### src/rtl/uart_cmd_pkg.sv
// Shared constants, state encoding and byte helpers for the UART command decoder.
package uart_cmd_pkg;

  localparam logic [7:0] ASCII_CR = 8'h0D;
  localparam logic [7:0] ASCII_LF = 8'h0A;
  localparam logic [7:0] ASCII_SP = 8'h20;
  localparam logic [7:0] ASCII_T  = 8'h54;
  localparam logic [7:0] ASCII_R  = 8'h52;
  localparam logic [7:0] ASCII_C  = 8'h43;
  localparam logic [7:0] ASCII_M  = 8'h4D;
  localparam logic [7:0] ASCII_K  = 8'h4B;
  localparam logic [7:0] ASCII_QM = 8'h3F;
  localparam logic [7:0] ASCII_0  = 8'h30;
  localparam logic [7:0] ASCII_9  = 8'h39;

  localparam logic [4:0] MAX_HOUR       = 5'd23;
  localparam logic [5:0] MAX_MINSEC     = 6'd59;
  localparam logic [2:0] LAST_DIGIT_IDX = 3'd5;

  typedef enum logic [1:0] {
    ST_IDLE   = 2'd0,
    ST_DIGITS = 2'd1,
    ST_TERM   = 2'd2
  } cmd_state_e;

  function automatic logic [7:0] ascii_upper(input logic [7:0] b);
    if ((b >= 8'h61) && (b <= 8'h7A)) begin
      return b - 8'h20;
    end else begin
      return b;
    end
  endfunction

  function automatic logic is_digit(input logic [7:0] b);
    return (b >= ASCII_0) && (b <= ASCII_9);
  endfunction

  // Two decimal digits to binary; 99 max fits in 7 bits.
  function automatic logic [6:0] bcd_pair(input logic [3:0] tens, input logic [3:0] ones);
    return (7'(tens) * 7'd10) + 7'(ones);
  endfunction

endpackage

### src/rtl/uart_cmd_timeout.sv
// Inter-byte idle counter: clears on clear, counts while enabled, pulses expire at TIMEOUT_CYC-1.
module uart_cmd_timeout
  import uart_cmd_pkg::*;
#(
  parameter int unsigned TIMEOUT_CYC = 100_000_000
) (
  input  logic clk,
  input  logic rst,
  input  logic clear,
  input  logic enable,
  output logic expire
);

  localparam int unsigned CNT_W = (TIMEOUT_CYC > 2) ? $clog2(TIMEOUT_CYC) : 1;
  localparam logic [CNT_W-1:0] CNT_LAST = CNT_W'(TIMEOUT_CYC - 1);

  logic [CNT_W-1:0] cnt_r;
  logic             expire_s;

  // A clear in the expiry cycle suppresses the pulse, so a late byte still wins.
  always_comb begin
    expire_s = 1'b0;
    if (enable && !clear && (cnt_r == CNT_LAST)) begin
      expire_s = 1'b1;
    end else begin
      expire_s = 1'b0;
    end
  end

  // Idle-cycle counter.
  always_ff @(posedge clk or negedge rst) begin
    if (!rst) begin
      cnt_r <= '0;
    end else if (clear || expire_s) begin
      cnt_r <= '0;
    end else if (enable) begin
      cnt_r <= cnt_r + CNT_W'(1);
    end else begin
      cnt_r <= '0;
    end
  end

  assign expire = expire_s;

endmodule

### src/rtl/uart_cmd_decoder.sv
// Pops RX FIFO bytes and decodes single-byte control commands and "Thhmmss<CR>" time loads.
// Optional ACK byte stream to the TX FIFO is enabled by defining UART_CMD_ACK_EN.
module uart_cmd_decoder
  import uart_cmd_pkg::*;
#(
  parameter int unsigned TIMEOUT_CYC = 100_000_000
) (
  input  logic       clk,
  input  logic       rst,
  input  logic [7:0] fifo_rdata,
  input  logic       fifo_empty,
  output logic       fifo_pop,
  output logic       run_pulse,
  output logic       clear_pulse,
  output logic       mode_pulse,
  output logic       set_valid,
  output logic [4:0] set_hour,
  output logic [5:0] set_min,
  output logic [5:0] set_sec,
  output logic       cmd_err,
  output logic       ack_push,
  output logic [7:0] ack_data,
  input  logic       ack_full
);

  cmd_state_e state_r, state_nxt_s;
  logic [2:0] idx_r, idx_nxt_s;
  logic [3:0] digit_r [6];

  logic       pop_s;
  logic [7:0] byte_up_s;
  logic       expire_s;
  logic       dig_we_s;
  logic       run_s, clear_s, mode_s, set_s, err_s;
  logic [6:0] hour_bin_s, min_bin_s, sec_bin_s;
  logic       time_ok_s;

  logic       run_pulse_r, clear_pulse_r, mode_pulse_r, set_valid_r, cmd_err_r;
  logic [4:0] set_hour_r;
  logic [5:0] set_min_r, set_sec_r;

  assign pop_s     = !fifo_empty;
  assign fifo_pop  = pop_s;
  assign byte_up_s = ascii_upper(fifo_rdata);

  assign hour_bin_s = bcd_pair(digit_r[0], digit_r[1]);
  assign min_bin_s  = bcd_pair(digit_r[2], digit_r[3]);
  assign sec_bin_s  = bcd_pair(digit_r[4], digit_r[5]);
  assign time_ok_s  = (hour_bin_s <= {2'b00, MAX_HOUR}) &&
                      (min_bin_s  <= {1'b0, MAX_MINSEC}) &&
                      (sec_bin_s  <= {1'b0, MAX_MINSEC});

  uart_cmd_timeout #(
    .TIMEOUT_CYC(TIMEOUT_CYC)
  ) u_timeout (
    .clk    (clk),
    .rst    (rst),
    .clear  (pop_s || (state_r == ST_IDLE)),
    .enable (state_r != ST_IDLE),
    .expire (expire_s)
  );

  // Next-state and per-byte decode.
  always_comb begin
    state_nxt_s = state_r;
    idx_nxt_s   = idx_r;
    dig_we_s    = 1'b0;
    run_s       = 1'b0;
    clear_s     = 1'b0;
    mode_s      = 1'b0;
    set_s       = 1'b0;
    err_s       = 1'b0;
    case (state_r)
      ST_IDLE: begin
        if (pop_s) begin
          case (byte_up_s)
            ASCII_R:  run_s   = 1'b1;
            ASCII_C:  clear_s = 1'b1;
            ASCII_M:  mode_s  = 1'b1;
            ASCII_T: begin
              state_nxt_s = ST_DIGITS;
              idx_nxt_s   = 3'd0;
            end
            ASCII_CR, ASCII_LF, ASCII_SP: err_s = 1'b0;
            default:  err_s   = 1'b1;
          endcase
        end else begin
          state_nxt_s = ST_IDLE;
        end
      end
      ST_DIGITS: begin
        if (pop_s) begin
          if (is_digit(fifo_rdata)) begin
            dig_we_s = 1'b1;
            if (idx_r == LAST_DIGIT_IDX) begin
              state_nxt_s = ST_TERM;
              idx_nxt_s   = 3'd0;
            end else begin
              idx_nxt_s = idx_r + 3'd1;
            end
          end else begin
            err_s       = 1'b1;
            state_nxt_s = ST_IDLE;
            idx_nxt_s   = 3'd0;
          end
        end else if (expire_s) begin
          err_s       = 1'b1;
          state_nxt_s = ST_IDLE;
          idx_nxt_s   = 3'd0;
        end else begin
          state_nxt_s = ST_DIGITS;
        end
      end
      ST_TERM: begin
        if (pop_s) begin
          if (fifo_rdata == ASCII_CR) begin
            if (time_ok_s) begin
              set_s = 1'b1;
            end else begin
              err_s = 1'b1;
            end
          end else begin
            err_s = 1'b1;
          end
          state_nxt_s = ST_IDLE;
          idx_nxt_s   = 3'd0;
        end else if (expire_s) begin
          err_s       = 1'b1;
          state_nxt_s = ST_IDLE;
          idx_nxt_s   = 3'd0;
        end else begin
          state_nxt_s = ST_TERM;
        end
      end
      default: begin
        state_nxt_s = ST_IDLE;
        idx_nxt_s   = 3'd0;
      end
    endcase
  end

  // State, digit buffer and registered command outputs.
  always_ff @(posedge clk or negedge rst) begin
    if (!rst) begin
      state_r       <= ST_IDLE;
      idx_r         <= 3'd0;
      for (int i = 0; i < 6; i++) begin
        digit_r[i] <= 4'd0;
      end
      run_pulse_r   <= 1'b0;
      clear_pulse_r <= 1'b0;
      mode_pulse_r  <= 1'b0;
      set_valid_r   <= 1'b0;
      cmd_err_r     <= 1'b0;
      set_hour_r    <= 5'd0;
      set_min_r     <= 6'd0;
      set_sec_r     <= 6'd0;
    end else begin
      state_r       <= state_nxt_s;
      idx_r         <= idx_nxt_s;
      if (dig_we_s) begin
        digit_r[idx_r] <= fifo_rdata[3:0];
      end
      run_pulse_r   <= run_s;
      clear_pulse_r <= clear_s;
      mode_pulse_r  <= mode_s;
      set_valid_r   <= set_s;
      cmd_err_r     <= err_s;
      if (set_s) begin
        set_hour_r <= hour_bin_s[4:0];
        set_min_r  <= min_bin_s[5:0];
        set_sec_r  <= sec_bin_s[5:0];
      end
    end
  end

  assign run_pulse   = run_pulse_r;
  assign clear_pulse = clear_pulse_r;
  assign mode_pulse  = mode_pulse_r;
  assign set_valid   = set_valid_r;
  assign cmd_err     = cmd_err_r;
  assign set_hour    = set_hour_r;
  assign set_min     = set_min_r;
  assign set_sec     = set_sec_r;

`ifdef UART_CMD_ACK_EN
  logic       ack_push_r;
  logic [7:0] ack_data_r;

  // Ack follows each result pulse by one cycle; a full TX FIFO drops it silently.
  always_ff @(posedge clk or negedge rst) begin
    if (!rst) begin
      ack_push_r <= 1'b0;
      ack_data_r <= 8'h00;
    end else begin
      ack_push_r <= (run_pulse_r || clear_pulse_r || mode_pulse_r || set_valid_r || cmd_err_r) && !ack_full;
      ack_data_r <= cmd_err_r ? ASCII_QM : ASCII_K;
    end
  end

  assign ack_push = ack_push_r;
  assign ack_data = ack_data_r;
`else
  logic unused_ack_full_s;
  assign unused_ack_full_s = ack_full;
  assign ack_push = 1'b0;
  assign ack_data = 8'h00;
`endif

endmodule
### config.mk
export PLATFORM = sky130hd
export DESIGN_NAME = uart_cmd_decoder
export DESIGN_NICKNAME = d
export VERILOG_FILES = /design/src/rtl/uart_cmd_pkg.sv /design/src/rtl/uart_cmd_timeout.sv /design/src/rtl/uart_cmd_decoder.sv
export SDC_FILE = /design/constraint.sdc
export NUM_CORES = 1
export LEC_CHECK = 0
export CAP_MARGIN = 25
export CORE_MARGIN = 2
export CORE_UTILIZATION = 26
export CTS_CLUSTER_DIAMETER = 60
export DETAILED_ROUTE_END_ITERATION = 6
export SLEW_MARGIN = 20
export SYNTH_ARGS = -nofsm -noshare
export SYNTH_HDL_FRONTEND = slang
export SYNTH_SLANG_ARGS = --single-unit
### constraint.sdc
create_clock -name clk -period 4.8 [get_ports clk]
set_input_delay 0.72 -clock clk [delete_from_list [all_inputs] [get_ports clk]]
set_output_delay 0.72 -clock clk [all_outputs]
set_load 0.01 [all_outputs]
# --- After elaboration in Yosys (flattened, before gate mapping) ---
# Cells that the tools add are included.
classes:
  eq_ne: 16
  n_bitwise: 1
  n_mul: 3
  mux: 49
  reduce_logical: 16
  n_lt_le_gt_ge: 9
  add_sub_neg: 6
op_table:
  columns: ["cell", "n"]
  rows:
  - ["$mux 27", 2]
  - ["$eq 8x7->1 const B", 4]
  - ["$add 27x1->27 const B", 1]
  - ["$eq 27x27->1 const B", 1]
  - ["$mux 1", 26]
  - ["$bwmux 24", 1]
  - ["$eq 8x4->1 const B", 3]
  - ["$add 7x4->7", 3]
  - ["$mux 3", 7]
  - ["$mul 4x3->6 const B", 3]
  - ["$le 7x6->1 const B", 2]
  - ["$mux 2", 7]
  - ["$demux 4 s3", 1]
  - ["$pmux 3 s3", 1]
  - ["$eq 8x6->1 const B", 1]
  - ["$ge 8x6->1 const B", 1]
  - ["$ge 8x7->1 const B", 1]
  - ["$le 8x6->1 const B", 1]
  - ["$le 8x7->1 const B", 1]
  - ["$mux 8", 1]
  - ["$sub 8x6->8 const B", 1]
  - ["$le 7x5->1 const B", 1]
  - ["$logic_and 1x1->1", 7]
  - ["$reduce_or 7->1", 1]
  - ["other kinds (19)", 22]
word_totals:
  output_inout_bits: 32
  word_cells: 117
  ff_bits: 78

# --- Depth between registers and ports, before layout ---
# Gate-level depths: netlist of the first run.
depth:
  depth_word: 9
  depth_mapped: 11

# --- Cells and area by module ---
# A second synthesis of the first run with hierarchy kept.
hier_totals:
  hier_cells: 445
  hier_area_um2: 4693.3
by_module_without_submodules:
  columns: ["module", "instances", "area_per_inst_um2", "cells_each"]
  rows:
  - ["uart_cmd_decoder", 1, 3181.8, 288]
  - ["uart_cmd_timeout", 1, 1511.4, 157]

# --- Worst setup path after synthesis of the first run ---
# No wires, ideal clock.
synth_path:
  path_kind: "register -> register"
  startpoint: "register digit_r[21] (netlist bit)"
  endpoint: "register set_hour_r[4] (netlist: set_hour[4])"
  slack_ps: 1494
  n_path_buf: 1
  stages_incl_launch_ff: 12
  setup_time_ps: 125
  arrival_ps: 3181
  period_less_slack_ps: 3306
  path_cell_list: "dfrtp_1 ha_1 ha_1 inv_1 fa_1 nor2b_1 nand2b_1 a211o_1 a2111o_1 nor4b_4 buf_6 mux2_4"
synth_via:
  elab_chain_len: 9
synth_rtl:
  columns: ["item", "line", "text"]
  rows:
  - ["from (decl)", "uart_cmd_decoder.sv:28", "logic [3:0] digit_r [6];"]
  - ["from (signal, indexed assignment)", "uart_cmd_decoder.sv:162", "digit_r[idx_r] <= fifo_rdata[3:0];"]
  - ["$mul 4x3->6", "uart_cmd_pkg.sv:40", "return (7'(tens) * 7'd10) + 7'(ones);"]
  - ["$add 7x4->7", "uart_cmd_pkg.sv:40", null]
  - ["$le 7x5->1", "uart_cmd_decoder.sv:49", "assign time_ok_s = (hour_bin_s <= {2'b00, MAX_HOUR}) &&"]
  - ["$logic_and 1x1->1", "uart_cmd_decoder.sv:49", null]
  - ["$logic_and 1x1->1", "uart_cmd_decoder.sv:50", "(min_bin_s <= {1'b0, MAX_MINSEC}) &&"]
  - ["$mux 1", "uart_cmd_decoder.sv:117", "if (time_ok_s) begin"]
  - ["$mux 1", "uart_cmd_decoder.sv:116", "if (fifo_rdata == ASCII_CR) begin"]
  - ["$mux 1", "uart_cmd_decoder.sv:115", "if (pop_s) begin"]
  - ["$mux 1", "uart_cmd_decoder.sv:73", "case (state_r)"]
  - ["net set_s", "uart_cmd_decoder.sv:34", "logic run_s, clear_s, mode_s, set_s, err_s;"]
  - ["to (signal assigned)", "uart_cmd_decoder.sv:170", "set_hour_r <= hour_bin_s[4:0];"]
  - ["to (decl)", "uart_cmd_decoder.sv:39", "logic [4:0] set_hour_r;"]
# The timed path passes the listed nets, and every way through them passes these cells.
# A chain may end at the register's enable or synchronous reset.

# --- Worst setup path after layout of the first run ---
layout_path:
  startpoint: "input fifo_rdata[2]"
  endpoint: "register set_hour_r[0] (netlist: set_hour[0])"
layout_via:
  elab_chain_len: 4
layout_rtl:
  columns: ["item", "line", "text"]
  rows:
  - ["from (decl)", "uart_cmd_decoder.sv:10", "input logic [7:0] fifo_rdata,"]
  - ["$eq 8x4->1", "uart_cmd_decoder.sv:116", null]
  - ["$mux 1", "uart_cmd_decoder.sv:116", null]
  - ["$mux 1", "uart_cmd_decoder.sv:115", null]
  - ["$mux 1", "uart_cmd_decoder.sv:73", null]
# No other way between the ends.

==> run_summary.xml, run 1 <==
<?xml version="1.0" encoding="UTF-8"?>
<metrics>
  <group name="critical_path">
    <metric name="req_time_crit_path" unit="ns">5.03</metric>
    <metric name="worstPathArrival" unit="ns">3.65</metric>
    <metric name="worst_path_largest_cell_delay" unit="ns">0.76</metric>
    <metric name="crit_path_cell_trace" unit="">clkdlybuf4s50_1 &gt; nor2b_1 &gt; nand3_1 &gt; a211o_1 &gt; a2111o_1 &gt; nor4b_4 &gt; buf_4 &gt; mux2_2</metric>
    <metric name="timing.critical_path.from_type" unit="">input port</metric>
    <metric name="timing.critical_path.fanout_max" unit="">13</metric>
    <metric name="critical_path_class" unit="">in2reg</metric>
    <metric name="end_kind" unit="">flip-flop</metric>
    <metric name="standard_cell_with_the_maximum_stage_delay_on_the_critical_path" unit="">clkdlybuf4s50_1</metric>
  </group>
  <group name="global_routing">
    <metric name="total_grt_overflow" unit="">0</metric>
    <metric name="grt_max_degree" unit="">79</metric>
    <metric name="first_global_vias" unit="">3296</metric>
    <metric name="grt_first_pass_wirelength" unit="microns">15780</metric>
    <metric name="grt_use_met3" unit="%">3.255</metric>
    <metric name="grt.met1_usage" unit="%">12.76</metric>
    <metric name="global_route.peak_usage_layer" unit="">met2</metric>
    <metric name="use_met2" unit="%">18.66</metric>
    <metric name="grt_antenna_before_repair" unit="">0</metric>
    <metric name="total_routing_usage_gr" unit="%">10.91</metric>
  </group>
  <group name="synth">
    <metric name="top_post_synthesis_cells_by_count" unit="">dfrtp_1 (78), nor2_1 (41), mux2_2 (31)</metric>
    <metric name="synth_sequential_area_ratio" unit="%">43.37</metric>
    <metric name="synth.yosys.warnings" unit="">0</metric>
    <metric name="postSynthRegisterBits" unit="">78</metric>
    <metric name="synth.cell_area" unit="sq um">4501</metric>
    <metric name="dominantRegCellSynth" unit="">dfrtp_1</metric>
    <metric name="netlist.area_leader.share" unit="%">43.37</metric>
    <metric name="synthesis.instances" unit="">435</metric>
    <metric name="yosys_top_cell_by_area" unit="">dfrtp_1</metric>
    <metric name="post_synth_main_area_contributors" unit="">dfrtp_1 (43%), mux2_2 (7.8%), ha_1 (7.2%), xor2_1 (4.1%), nor2_1 (3.4%)</metric>
    <metric name="post-synth-top-count-cell" unit="">dfrtp_1</metric>
    <metric name="ys_types" unit="">52</metric>
    <metric name="synth-async-reset-ratio" unit="%">100.0</metric>
    <metric name="synth-edff-count" unit="">0</metric>
    <metric name="syn_avg_cell_area" unit="sq um">10.35</metric>
  </group>
  <group name="cts">
    <metric name="cts-hold-fix-buffers" unit="">0</metric>
    <metric name="postCtsSetupBuffers" unit="">0</metric>
    <metric name="numCtsBuffers" unit="">9</metric>
    <metric name="tritoncts" unit="">built</metric>
    <metric name="library_cell_used_as_clock_root_buffer" unit="">clkbuf_16</metric>
    <metric name="clock_path_buffers" unit="">2</metric>
    <metric name="worst_setup_hold_path_clk_slew" unit="ns">0.06</metric>
    <metric name="worst_skew_pair.late_latency" unit="ns">0.34</metric>
    <metric name="clock_sinks" unit="">78</metric>
    <metric name="htree_levels" unit="">3</metric>
    <metric name="postCtsResizedCells" unit="">0</metric>
  </group>
  <group name="floorplan">
    <metric name="die-width" unit="microns">135.6</metric>
    <metric name="initial_core_util" unit="%">26.29</metric>
    <metric name="die_height" unit="microns">135.6</metric>
    <metric name="fp.dieArea" unit="sq um">18380</metric>
    <metric name="num_io_pins" unit="">44</metric>
    <metric name="row_count" unit="">48</metric>
    <metric name="floorplan.core_area" unit="sq um">17120</metric>
  </group>
  <group name="cells_and_area">
    <metric name="share_of_post_route_cells_with_drive_strength_above_1" unit="%">12.61</metric>
    <metric name="num-nets-final" unit="">515</metric>
    <metric name="insertedDiodeCount" unit="">0</metric>
    <metric name="area_delta_synth_final" unit="%">18.79</metric>
  </group>
  <group name="timing">
    <metric name="max-slew-margin-rel" unit="%">33.80</metric>
    <metric name="period_needed" unit="ns">3.424</metric>
    <metric name="worst-slew-pin-transition" unit="ns">0.9902</metric>
    <metric name="timing.fmax" unit="MHz">292.0</metric>
    <metric name="worst_hold_slack" unit="ns">0.3836</metric>
    <metric name="drv_slew" unit="">0</metric>
    <metric name="finClkSkew" unit="ns">0.01030</metric>
    <metric name="setup-violations-final" unit="">0</metric>
    <metric name="final_hold_viol_count" unit="">0</metric>
    <metric name="rsz0062_at_grt" unit="">false</metric>
    <metric name="final_min_period_over_clock_period" unit="%">71.34</metric>
    <metric name="setup_total_negative_slack" unit="ns">0</metric>
    <metric name="postLayoutSetupSlackWorst" unit="ns">1.376</metric>
  </group>
  <group name="drt">
    <metric name="detailroute.via_count" unit="">3180</metric>
    <metric name="antenna_violating_nets_post_route" unit="">0</metric>
    <metric name="post_drt_wl_per_cell" unit="microns">13.14</metric>
    <metric name="drc_errors" unit="">0</metric>
    <metric name="viasPerCell" unit="">4.536</metric>
    <metric name="drt_iter0_markers" unit="">137</metric>
    <metric name="drt_wl_total" unit="microns">9212</metric>
    <metric name="first_pass_iters" unit="">4</metric>
  </group>
  <group name="power">
    <metric name="power_density" unit="nW/um^2">271.7</metric>
    <metric name="leakage" unit="nW">2.315</metric>
    <metric name="irDropWorstVdd" unit="uV">242.5</metric>
    <metric name="power.total" unit="mW">1.453</metric>
  </group>
  <group name="placement">
    <metric name="detailedPlace.worstSlack" unit="ns">1.011</metric>
    <metric name="hpwl" unit="microns">6811</metric>
    <metric name="gpl.final_weighted_congestion" unit="">0.7981</metric>
    <metric name="place.port_buffers" unit="">33</metric>
  </group>
  <group name="job">
    <metric name="maximum_capacitance_violations" unit="">0</metric>
  </group>
  <group name="status">
    <metric name="status" unit="">complete, no violations</metric>
  </group>
  <group name="hold_path">
    <metric name="hold_path.class" unit="">in2async</metric>
  </group>
</metrics>
==> where the power goes <==
part / switching (mW) / internal (mW) / leakage, nW
registers: 0.00562 / 0.664 / 1.06
logic: 0.0744 / 0.0402 / 1.12
clock network: 0.267 / 0.401 / 0.143
==> critical path, delay by kind of cell <==
kind            cells  cell delay, ns
buf+inv             2            1.03
simple gates        3            0.87
compound gates      2            0.65
mux                 1            0.36
==> final cells by class <==
| cell class | instances | area [sq um] |
|---|---|---|
| multi-input combinational | 314 | 2344 |
| clock inverter | 6 | 61.31 |
| fill | 1749 | 11770 |
| clock buffer | 10 | 229.0 |
| sequential | 78 | 1952 |
| inverter | 30 | 112.6 |
| timing repair buffer | 38 | 366.6 |
| tap | 225 | 281.5 |
==> through the flow <==
stage | util, % | cell area [sq um] | std cells
after floorplan | - | 4531 | 443
after global placement | 29.49 | 5047 | 684
after detailed placement | 29.49 | 5047 | 684
after CTS | 31.18 | 5338 | 700
after global routing | 31.24 | 5346 | 701
final | 31.24 | 5346 | 701
==> placed cells by master, fill, tap and decap left out, types with 2 or more instances in the layout <==
| cell type | netlist | final |
|---|---|---|
| fa_1 | 6 | 6 |
| mux2_2 | 31 | 31 |
| nand4_1 | 8 | 8 |
| conb_1 | 1 | 9 |
| nor4_1 | 4 | 4 |
| mux2_4 | 5 | 5 |
| nor2b_1 | 10 | 10 |
| nand2_1 | 28 | 28 |
| nand3_1 | 21 | 21 |
| a31oi_1 | 3 | 3 |
| nor4b_1 | 3 | 3 |
| nor3b_1 | 4 | 4 |
| a21oi_1 | 13 | 13 |
| a32o_1 | 3 | 3 |
| inv_1 | 30 | 30 |
| xor2_1 | 21 | 21 |
| nor3_1 | 10 | 10 |
| xnor2_1 | 15 | 15 |
| or4_1 | 2 | 2 |
| mux2i_1 | 4 | 4 |
| clkdlybuf4s50_1 | 0 | 32 |
| and3_1 | 5 | 5 |
| or3_1 | 4 | 4 |
| dfrtp_1 | 78 | 78 |
| nand2b_1 | 4 | 4 |
| buf_4 | 9 | 4 |
| ha_1 | 26 | 26 |
| clkinv_2 | 0 | 3 |
| clkbuf_16 | 0 | 9 |
| o21ai_0 | 13 | 13 |
| nor2_1 | 41 | 41 |
==> cells by family (layout without fill, tap and decap cells) <==
kind of cell             count (synthesis)  in the layout  synth area share, %
multiplexers                            40             40                10.31
AND/OR/NAND/NOR                        151            151                17.46
flip-flops                              78             78                43.37
buffers and inverters                   51             84                5.226
AO/OA/AOI/OAI                           46             46                6.645
XOR/XNOR                                36             36                7.006
adder cells (fa/ha/maj)                 32             32                9.897
other                                    1              9              0.08332
==> worst paths after layout <==
check / start / to / slack, ns / cells past startpoint
worst min-delay path: rst / set_valid$_DFF_PN0_ / 0.38 / 1
min in group clk: u_timeout.cnt_r[0]$_DFF_PN0_ / u_timeout.cnt_r[0]$_DFF_PN0_ / 0.50 / 1
worst max-delay path: fifo_rdata[2] / set_hour[0]$_DFFE_PN0P_ / 1.38 / 8
worst max register to register: digit_r[21]$_DFFE_PN0P_ / set_hour[0]$_DFFE_PN0P_ / 1.41 / 11
max in group asynchronous: rst / u_timeout.cnt_r[18]$_DFF_PN0_ / 3.89 / 1
worst min register to register: u_timeout.cnt_r[0]$_DFF_PN0_ / u_timeout.cnt_r[0]$_DFF_PN0_ / 0.50 / 1
==> state kept, by name (all words and copies together) (netlist names) <==
register	flops
clear_pulse	1
cmd_err	1
digit_r	24
idx_r	3
mode_pulse	1
run_pulse	1
set_hour	5
set_min	6
set_sec	6
set_valid	1
state_r	2
u_timeout.cnt_r	27
==> layer usage <==
| metal | vias to the layer above | share of wire (%) |
|---|---|---|
| met2 | 43 | 51 |
| met1 | 1561 | 44 |
| met3 | 16 | 3.1 |
| met4 | 0 | 1.7 |
| li1 | 1560 | - |
| met5 | - | 0 |
Power figures use the tool's default switching activity.
==> inputs of run 2 (changes only) <==
- clock period: 4.8 -> 2.9 ns (I/O delays scaled with it)
==> run 2 against run 1 <==
The run now ends with negative setup slack left. Non-clock buffer count is 41 higher. Power increased by 69%. Global-route usage up 0.28 points. Clock skew down 0.0028 ns. Sequential power grew 66%. Worst hold slack got worse by 0.26 ns. Critical endpoint unchanged. Largest power group is now the clock network.
==> run_summary.xml, run 2 (synthesis gave the netlist of run 1 again) <==
<?xml version="1.0" encoding="UTF-8"?>
<metrics>
  <group name="critical_path">
    <metric name="req_time_crit_path" unit="ns">3.13</metric>
    <metric name="regToRegStartpoint" unit="">digit_r[23]$_DFFE_PN0P_</metric>
    <metric name="worst_r2r_path_depth" unit="">12</metric>
    <metric name="crit_path_cell_trace" unit="">ha_1 &gt; ha_2 &gt; inv_2 &gt; fa_1 &gt; nor2b_1 &gt; nand2b_1 &gt; a211o_1 &gt; a2111o_1 &gt; nor4b_4 &gt; buf_4 &gt; buf_6 &gt; mux2_2</metric>
    <metric name="reg2reg_slack" unit="ns">-0.28</metric>
    <metric name="timing.critical_path.fanout_max" unit="">6</metric>
    <metric name="crit_buf_inv" unit="">3</metric>
    <metric name="setup.worst_path.start" unit="">digit_r[23]$_DFFE_PN0P_</metric>
    <metric name="worst_path_largest_cell_delay" unit="ns">0.45</metric>
    <metric name="path_delay_family" unit="">adder cells</metric>
    <metric name="standard_cell_with_the_maximum_stage_delay_on_the_critical_path" unit="">fa_1</metric>
    <metric name="critical_path_class" unit="">reg2reg</metric>
    <metric name="worstPathArrival" unit="ns">3.41</metric>
    <metric name="crit-reg2reg-capture" unit="">set_hour[0]$_DFFE_PN0P_</metric>
    <metric name="timing.critical_path.from_type" unit="">flip-flop</metric>
    <metric name="end_kind" unit="">flip-flop</metric>
  </group>
  <group name="cells_and_area">
    <metric name="final_cells" unit="">742</metric>
    <metric name="largest-register" unit="">u_timeout.cnt_r</metric>
    <metric name="layout_commonest_cell" unit="">dfrtp_1</metric>
    <metric name="largest_register_ff_count" unit="">27</metric>
    <metric name="num-nets-final" unit="">556</metric>
    <metric name="most-common-layout-cells" unit="">dfrtp_1 (78), nor2_1 (41), buf_4 (40)</metric>
    <metric name="largest_regs" unit="">u_timeout.cnt_r (27), digit_r (24)</metric>
    <metric name="insertedDiodeCount" unit="">0</metric>
    <metric name="share_of_post_route_cells_with_drive_strength_above_1" unit="%">20.12</metric>
    <metric name="post_layout_utilization_of_the_core" unit="%">33.33</metric>
    <metric name="n_fill_cell" unit="">1726</metric>
    <metric name="area_delta_synth_final" unit="%">26.74</metric>
  </group>
  <group name="cts">
    <metric name="library_cell_used_as_clock_root_buffer" unit="">clkbuf_16</metric>
    <metric name="worst_skew_pair.late_latency" unit="ns">0.34</metric>
    <metric name="clock_path_buffers" unit="">2</metric>
    <metric name="cts-hold-fix-buffers" unit="">0</metric>
    <metric name="tritoncts" unit="">built</metric>
    <metric name="htree_levels" unit="">3</metric>
    <metric name="numCtsBuffers" unit="">9</metric>
    <metric name="worst_setup_hold_path_clk_slew" unit="ns">0.06</metric>
    <metric name="clock_sinks" unit="">78</metric>
  </group>
  <group name="status">
    <metric name="status" unit="">complete, but fails checks</metric>
    <metric name="failed_checks" unit="">negative setup slack</metric>
  </group>
  <group name="timing">
    <metric name="postLayoutSetupSlackWorst" unit="ns">-0.2780</metric>
    <metric name="setup_total_negative_slack" unit="ns">-4.194</metric>
    <metric name="rsz0062_at_grt" unit="">true</metric>
    <metric name="timing.fmax" unit="MHz">314.7</metric>
    <metric name="setup-violations-final" unit="">17</metric>
    <metric name="drv_slew" unit="">0</metric>
    <metric name="final_hold_viol_count" unit="">0</metric>
    <metric name="worst-slew-pin-transition" unit="ns">0.7087</metric>
    <metric name="finClkSkew" unit="ns">0.007491</metric>
    <metric name="max-slew-margin-rel" unit="%">52.76</metric>
    <metric name="period_needed" unit="ns">3.178</metric>
    <metric name="final_min_period_over_clock_period" unit="%">109.6</metric>
  </group>
  <group name="placement">
    <metric name="placed_cell_count" unit="">723</metric>
    <metric name="hpwl" unit="microns">6922</metric>
    <metric name="gpl.final_weighted_congestion" unit="">0.8248</metric>
    <metric name="place.port_buffers" unit="">33</metric>
  </group>
  <group name="job">
    <metric name="maximum_capacitance_violations" unit="">0</metric>
  </group>
  <group name="floorplan">
    <metric name="num_io_pins" unit="">44</metric>
    <metric name="row_count" unit="">48</metric>
    <metric name="die_height" unit="microns">135.6</metric>
    <metric name="initial_core_util" unit="%">26.29</metric>
    <metric name="die-width" unit="microns">135.6</metric>
    <metric name="fp.dieArea" unit="sq um">18380</metric>
    <metric name="floorplan.core_area" unit="sq um">17120</metric>
  </group>
  <group name="drt">
    <metric name="detailroute.via_count" unit="">3398</metric>
    <metric name="drc_errors" unit="">0</metric>
    <metric name="drt_iter0_markers" unit="">182</metric>
    <metric name="drt_wl_total" unit="microns">9561</metric>
    <metric name="first_pass_iters" unit="">4</metric>
    <metric name="antenna_violating_nets_post_route" unit="">0</metric>
    <metric name="viasPerCell" unit="">4.580</metric>
    <metric name="post_drt_wl_per_cell" unit="microns">12.89</metric>
  </group>
  <group name="global_routing">
    <metric name="first_global_vias" unit="">3409</metric>
    <metric name="grt.met1_usage" unit="%">12.97</metric>
    <metric name="use_met2" unit="%">19.42</metric>
    <metric name="total_routing_usage_gr" unit="%">11.19</metric>
    <metric name="grt_max_degree" unit="">79</metric>
    <metric name="total_grt_overflow" unit="">0</metric>
    <metric name="grt_antenna_before_repair" unit="">0</metric>
    <metric name="grt_first_pass_wirelength" unit="microns">16230</metric>
    <metric name="global_route.peak_usage_layer" unit="">met2</metric>
    <metric name="grt_use_met3" unit="%">3.629</metric>
  </group>
  <group name="power">
    <metric name="power_density" unit="nW/um^2">430.0</metric>
    <metric name="leakage" unit="nW">2.542</metric>
    <metric name="irDropWorstVdd" unit="uV">337.5</metric>
  </group>
  <group name="hold_path">
    <metric name="hold_path.class" unit="">in2async</metric>
  </group>
</metrics>
==> run 2: cell types whose count changed in the layout (fill, tap and decap cells not counted), sizes merged <==
cell / before / now
clkinvlp: 1 / 0
buf: 5 / 47
inv: 31 / 30
clkbuf: 11 / 10
clkinv: 3 / 5
==> run 2: cell type report <==
cell class                 instances  area (sq um)  share of cell area (%)
multi-input combinational        314          2359                   41.35
sequential                        78          1952                   34.22
timing repair buffer              79         708.2                   12.42
tap                              225         281.5                   4.935
clock buffer                      10         229.0                   4.014
inverter                          30         112.6                   1.974
clock inverter                     6         62.56                   1.097
==> run 2: worst max-delay path by stage <==
| stage | to | slack, ns | cells past startpoint |
|---|---|---|---|
| finish | set_hour[0]$_DFFE_PN0P_ | -0.28 | 12 |
| global route | set_hour[2]$_DFFE_PN0P_ | -0.39 | 12 |
| CTS | set_min[3]$_DFFE_PN0P_ | -0.26 | 12 |
| detailed placement | set_hour[2]$_DFFE_PN0P_ | -0.31 | 11 |
| global placement | set_min[3]$_DFFE_PN0P_ | -0.25 | 7 |
| floorplan | set_hour[4]$_DFFE_PN0P_ | -0.36 | 11 |
==> run 2: what timing repair did <==
item | CTS | global route
setup buffers | 2 | 0
resized for setup | 8 | 1
pin swaps | 4 | 2
gates cloned | 1 | 0
setup endpoints to repair | 17 | 19
==> run 2: per-stage QoR <==
stage | area (sq um) | power (mW) | worst slack, ns | hold WS (ns)
floorplan | 4533 | 1.250 | -0.3600 | 0.1394
global placement | 5355 | 1.345 | -0.2490 | 0.4675
detailed placement | 5355 | 1.353 | -0.3116 | 0.4889
CTS | 5695 | 2.489 | -0.2626 | 0.2944
global route | 5704 | 2.567 | -0.3904 | 0.1824
finish | 5704 | 2.453 | -0.2780 | 0.1238
==> run 2: per-layer routing <==
layer  up-vias  share of wire, %
met5         -                 0
met3        14               4.0
met2        63                50
li1       1653                 -
met4         0               1.8
met1      1668                44
==> run 2: power by group <==
| part | internal, mW | switching [mW] | total (mW) |
|---|---|---|---|
| clock | 0.665 | 0.455 | 1.12 |
| combinational | 0.0914 | 0.134 | 0.225 |
| sequential | 1.10 | 0.00817 | 1.11 |
| total | 1.86 | 0.597 | 2.45 |
